### config.mk
export PLATFORM = sky130hd
export DESIGN_NAME = sha256_digest_serializer_flat
export DESIGN_NICKNAME = d
export VERILOG_FILES = /design/src/rtl/sha256_digest_serializer_if.sv /design/src/rtl/sha256_digest_serializer.sv /design/src/flat_wrapper.sv
export SDC_FILE = /design/constraint.sdc
export NUM_CORES = 1
export LEC_CHECK = 0
export BUFFER_PORTS_ARGS = -buffer_cell sky130_fd_sc_hd__buf_2
export CORE_MARGIN = 5
export CORE_UTILIZATION = 59
export CTS_CLUSTER_DIAMETER = 120
export DETAILED_ROUTE_END_ITERATION = 6
export GPL_TIMING_DRIVEN = 1
export PLACE_DENSITY_LB_ADDON = 0.2
export SLEW_MARGIN = 20
export SYNTH_ARGS = -nofsm -noshare
export SYNTH_HDL_FRONTEND = slang
export SYNTH_SLANG_ARGS = --single-unit
### constraint.sdc
create_clock -name clk_i -period 5.4 [get_ports clk_i]
set_input_delay 1.08 -clock clk_i [delete_from_list [all_inputs] [get_ports clk_i]]
set_output_delay 1.08 -clock clk_i [all_outputs]
set_load 0.02 [all_outputs]
### src/rtl/sha256_digest_serializer_if.sv
// Digest-in / word-out link bundle for sha256_digest_serializer.
// slave = serializer side, master = core + downstream side.
interface sha256_digest_serializer_if #(
  parameter int DIGEST_W = 256,
  parameter int WORD_W   = 32
);
  logic                v_i;
  logic [DIGEST_W-1:0] digest_i;
  logic                yumi_o;
  logic                v_o;
  logic                ready_i;
  logic [WORD_W-1:0]   data_o;
  logic                last_o;

  modport slave (
    input  v_i, digest_i, ready_i,
    output yumi_o, v_o, data_o, last_o
  );

  modport master (
    output v_i, digest_i, ready_i,
    input  yumi_o, v_o, data_o, last_o
  );
endinterface

### src/rtl/sha256_digest_serializer.sv
// Captures one SHA-256 digest and streams it out H0-first as WORD_W words.
// Optional macro SHA256_SER_BSWAP_EN byte-reverses each output word (WORD_W must be 32).
module sha256_digest_serializer #(
  parameter int DIGEST_W = 256,
  parameter int WORD_W   = 32
) (
  input  logic                        clk_i,
  input  logic                        reset_n_i,
  sha256_digest_serializer_if.slave   link
);
  localparam int NUM_WORDS = DIGEST_W / WORD_W;
  localparam int IDX_W     = (NUM_WORDS > 1) ? $clog2(NUM_WORDS) : 1;
  localparam logic [IDX_W-1:0] LAST_IDX = IDX_W'(NUM_WORDS - 1);

  typedef enum logic {
    eIdle,
    eSend
  } state_t;

  state_t              state_q, state_d;
  logic [IDX_W-1:0]    idx_q, idx_d;
  logic [DIGEST_W-1:0] shift_q, shift_d;

  logic                yumi;
  logic                vOut;
  logic                isLast;
  logic [WORD_W-1:0]   curWord;
  logic [WORD_W-1:0]   outWord;

  always_ff @(posedge clk_i or negedge reset_n_i) begin
    if (!reset_n_i) begin
      state_q <= eIdle;
      idx_q   <= '0;
      shift_q <= '0;
    end else begin
      state_q <= state_d;
      idx_q   <= idx_d;
      shift_q <= shift_d;
    end
  end

  assign curWord = shift_q[idx_q*WORD_W +: WORD_W];
  assign isLast  = (idx_q == LAST_IDX);

  // The last-word handshake doubles as the capture slot for the next digest.
  always_comb begin
    state_d = state_q;
    idx_d   = idx_q;
    shift_d = shift_q;
    yumi    = 1'b0;
    vOut    = 1'b0;
    unique case (state_q)
      eIdle: begin
        yumi = link.v_i;
        if (link.v_i) begin
          shift_d = link.digest_i;
          idx_d   = '0;
          state_d = eSend;
        end
      end
      eSend: begin
        vOut = 1'b1;
        if (link.ready_i) begin
          if (isLast) begin
            idx_d = '0;
            if (link.v_i) begin
              yumi    = 1'b1;
              shift_d = link.digest_i;
            end else begin
              state_d = eIdle;
            end
          end else begin
            idx_d = idx_q + 1'b1;
          end
        end
      end
      default: begin
        state_d = eIdle;
        idx_d   = '0;
      end
    endcase
  end

`ifdef SHA256_SER_BSWAP_EN
  if (WORD_W != 32) begin : gBadWordWidth
    $error("SHA256_SER_BSWAP_EN requires WORD_W == 32");
  end

  always_comb begin
    outWord = '0;
    for (int b = 0; b < WORD_W / 8; b++) begin
      outWord[b*8 +: 8] = curWord[(WORD_W/8 - 1 - b)*8 +: 8];
    end
  end
`else
  assign outWord = curWord;
`endif

  // Reset gating keeps yumi_o low while the core may still be presenting v_i.
  assign link.yumi_o = yumi & reset_n_i;
  assign link.v_o    = vOut;
  assign link.last_o = vOut & isLast;
  assign link.data_o = vOut ? outWord : '0;

endmodule
### src/flat_wrapper.sv
// flat-port wrapper written by rule: the top's interface ports become plain ports
module sha256_digest_serializer_flat 
#(
  parameter int DIGEST_W = 256,
  parameter int WORD_W   = 32
)
  (clk_i, reset_n_i, link_v_i, link_digest_i, link_ready_i, link_yumi_o, link_v_o, link_data_o, link_last_o);
  sha256_digest_serializer_if #(.DIGEST_W(DIGEST_W), .WORD_W(WORD_W)) link_i ();
  input  logic clk_i;
  input  logic reset_n_i;
  input wire logic [$bits(link_i.v_i)-1:0] link_v_i;
  input wire logic [$bits(link_i.digest_i)-1:0] link_digest_i;
  input wire logic [$bits(link_i.ready_i)-1:0] link_ready_i;
  output wire logic [$bits(link_i.yumi_o)-1:0] link_yumi_o;
  output wire logic [$bits(link_i.v_o)-1:0] link_v_o;
  output wire logic [$bits(link_i.data_o)-1:0] link_data_o;
  output wire logic [$bits(link_i.last_o)-1:0] link_last_o;
  assign link_i.v_i = link_v_i;
  assign link_i.digest_i = link_digest_i;
  assign link_i.ready_i = link_ready_i;
  assign link_yumi_o = link_i.yumi_o;
  assign link_v_o = link_i.v_o;
  assign link_data_o = link_i.data_o;
  assign link_last_o = link_i.last_o;
  sha256_digest_serializer #(.DIGEST_W(DIGEST_W), .WORD_W(WORD_W)) u_core (.clk_i(clk_i), .reset_n_i(reset_n_i), .link(link_i));
endmodule
==> metrics.csv <==
stage,metric,value,unit
layout,design area,0.0153,mm²
global_routing,GRT overflow,0,
timing,worst clock skew,0.00887,ns
synth,Ys Warns,0,
synth,post-synthesis compound-gate area fraction,3.86,%
floorplan,chip height,158,µm
global_routing,first-pass GRT wire length,46200,µm
synth,"Avg Cell Area, Syn",16.6,µm²
synth,register area share after synthesis,50.2,%
timing,fmax,253,MHz
cts,Sink Count,260,
synth,async set-reset flop share out of synthesis,100,%
cts,worst-skew pair later-pin latency,0.53,ns
floorplan,row count,54,
floorplan,core area,0.0218,mm²
cts,TritonCTS clock tree,done,
synth,Synth cell types,25,
timing,Tmin final,3.95,ns
timing,"Slew Viols, Final",0,
layout,share of layout cells above drive strength 1,61.7,%
synth,leading cell types by count after synthesis,"260 x dfrtp_1, 240 x mux2_4, 48 x mux2_2",
timing,# setup viols final,0,
detailed_routing,Initial DRC Count,484,
synth,Post-synth EDFFs,0,
timing,Worst slew margin,33.3,%
synth,most numerous cell in the Yosys netlist,dfrtp_1,
detailed_routing,post-route ant nets,0,
job,Max-Cap Viols,0,
critical_path,Worst Path Arrival,2.87,ns
critical_path,"critical path, cell by cell","buf_4, mux2_2, o21ai_0, a221oi_1, buf_2",
timing,Worst Max-Slew Pin Slew,1.00,ns
min_path,worst hold path type,reg2reg,
critical_path,Buf/Inv on CP,2,
synth,post-synthesis register bit count,260,
pwr,Peak VDD IR,0.297,mV
critical_path,CP Launch Type,flip-flop,
synth,post-synth top area share,50.2,%
cts,Longest Clk Path Bufs,3,
synth,largest family of logic cells by synthesized area,multiplexers,
cts,Root Buffer Master,clkbuf_16,
timing,RSZ-0062 raised after global routing,no,
synth,mux cell area share after synthesis,40.4,%
floorplan,Die Area,0.0250,mm²
critical_path,"CP delay by family, top",flip-flops,
global_routing,GRT Total Usage,23.8,%
detailed_routing,DR WL/cell,22.4,µm
placement,Final HPWL DP,21000,µm
critical_path,critical-path maximum fanout,54,
synth,Synth Instances,782,
global_routing,largest net degree at the start of global routing,175,
layout,layout net count,1323,
synth,Synth Area in XOR/XNOR,0,%
placement,Placed Area,0.0144,mm²
layout,"Area growth, synth to finish",18.1,%
global_routing,initial antenna violation count,12,
cts,Post-CTS Setup Bufs,0,
cts,CTS resizes,0,
synth,"Top FF cell, synth",dfrtp_1,
critical_path,slowest CP cell,dfrtp_4,
pwr,pwr dens,610,mW/mm²
critical_path,CP required,4.32,ns
critical_path,CP peak stage delay,0.95,ns
synth,Post-Synth Simple-Gate Area,0.309,%
critical_path,critical path class,reg2out,
detailed_routing,Vias/cell,5.61,
critical_path,Critical Path End Type,output port,
global_routing,vias in the first global route,8013,
detailed_routing,drt pass-1 iters,5,
cts,clock-pin slew on the worst setup and hold paths,0.06,ns
floorplan,Die W,158,µm
cts,H-tree depth,1,
cts,CTS Hold Buffers Added,0,
synth,synth top area cells,"dfrtp_1 50%, mux2_4 28%, mux2_2 4.2%",
placement,# port buffers,294,
layout,fillers,1479,
cts,CTS Buf Count,28,
placement,gpl congestion,0.845,
synth,leading area contributor after synthesis,dfrtp_1,
detailed_routing,vias after detailed routing,7658,
floorplan,initial core utilization,59.6,%
status,status,finished clean,
synth,syn_nets,1045,
floorplan,I/O pins,295,
timing,period utilization,73.1,%
timing,final hold vios,0,
detailed_routing,Total Wirelength,30600,µm
pwr,LEAKAGE,8.05,nW
detailed_routing,Remaining DRCs,0,
synth,Mapped Area,0.0130,mm²
synth,adder-cell share of the synthesized area,0.290,%
timing,setup TNS,0,ns
[metal layers]
metal  share of wire [%]  track usage [%]
met1                  44             35.8
met2                  46             35.9
met3                 7.5             5.28
met4                 1.8             5.32
met5                0.27                0
[metrics by stage]
step / worst slack [ns] / total power [mW] / hold slack [ns] / utilization, % / cells
3_3_place_gp: 2.01 / 7.41 / 0.482 / 66.3 / 1310
3_5_place_dp: 1.99 / 7.50 / 0.484 / 66.3 / 1310
2_1_floorplan: 2.69 / 6.44 / 0.471 / - / 782
5_1_grt: 1.28 / 9.82 / 0.512 / 70.3 / 1365
6_report: 1.45 / 9.33 / 0.501 / 70.3 / 1366
4_1_cts: 1.41 / 9.37 / 0.502 / 70.3 / 1361
[placed cells by master (no fill, tap or decap), types with 2 or more instances in the layout]
master and instances:
a221oi_1 30, ha_1 3, buf_2 293, nor2_1 2, mux2i_1 33, a32o_1 3
mux2_4 240, clkbuf_1 5, mux4_1 11, mux4_2 21, buf_12 3, inv_1 32
dfrtp_1 258, clkbuf_8 5, clkinv_2 11, buf_4 8, mux2_2 48, o21ai_0 32
diode_2 5, clkbuf_16 29, a221oi_2 2
[logic make-up (layout without fill, tap and decap cells)]
logic type,count (synthesis),count (layout)
buf+inv,89,388
compound gates,69,69
flops,260,260
simple gates,8,8
fa+ha+maj,3,3
other cells,0,5
mux,353,353
[state kept, by name (all words and copies together) (netlist names)]
name and flops:
u_core.shift_q 256, u_core.idx_q 3, u_core.state_q 1
[final cells by class]
class	instances	area, µm²	share of cell area, %
Sequential cell	260	6510	42.6
Multi-Input combinational cell	433	5830	38.1
Clock buffer	39	813	5.31
Clock inverter	12	62.6	0.409
Timing Repair Buffer	305	1600	10.5
Inverter	32	120	0.785
Antenna cell	5	12.5	0.0818
Tap cell	280	350	2.29
[worst reg2reg max path, delay by kind of cell (launching register included)]
family	cells	cell delay, ns
buf+inv	2	1.04
flops	1	0.61
simple gates	1	0.52
fa+ha+maj	2	0.46
mux	1	0.43
compound gates	1	0.22
[report_power, final]
part	leakage [nW]	switching, mW	internal (mW)
combinational	4.44	1.65	2.32
sequential	3.16	0.631	2.91
clock	0.442	0.773	1.05
[final timing paths]
path                                       end                start  slack, ns  cells past startpoint
setup reg to reg           u_core.shift_q[239]      u_core.idx_q[0]       2.00                      7
hold / removal             u_core.shift_q[240]  u_core.shift_q[240]       0.50                      1
min in group asynchronous   u_core.shift_q[89]            reset_n_i       0.55                      1
setup / recovery                link_data_o[6]      u_core.idx_q[2]       1.45                      5
hold reg to reg            u_core.shift_q[240]  u_core.shift_q[240]       0.50                      1
max in group asynchronous   u_core.shift_q[14]            reset_n_i       3.41                      2
No activity file was read; power rests on OpenSTA's default activity.
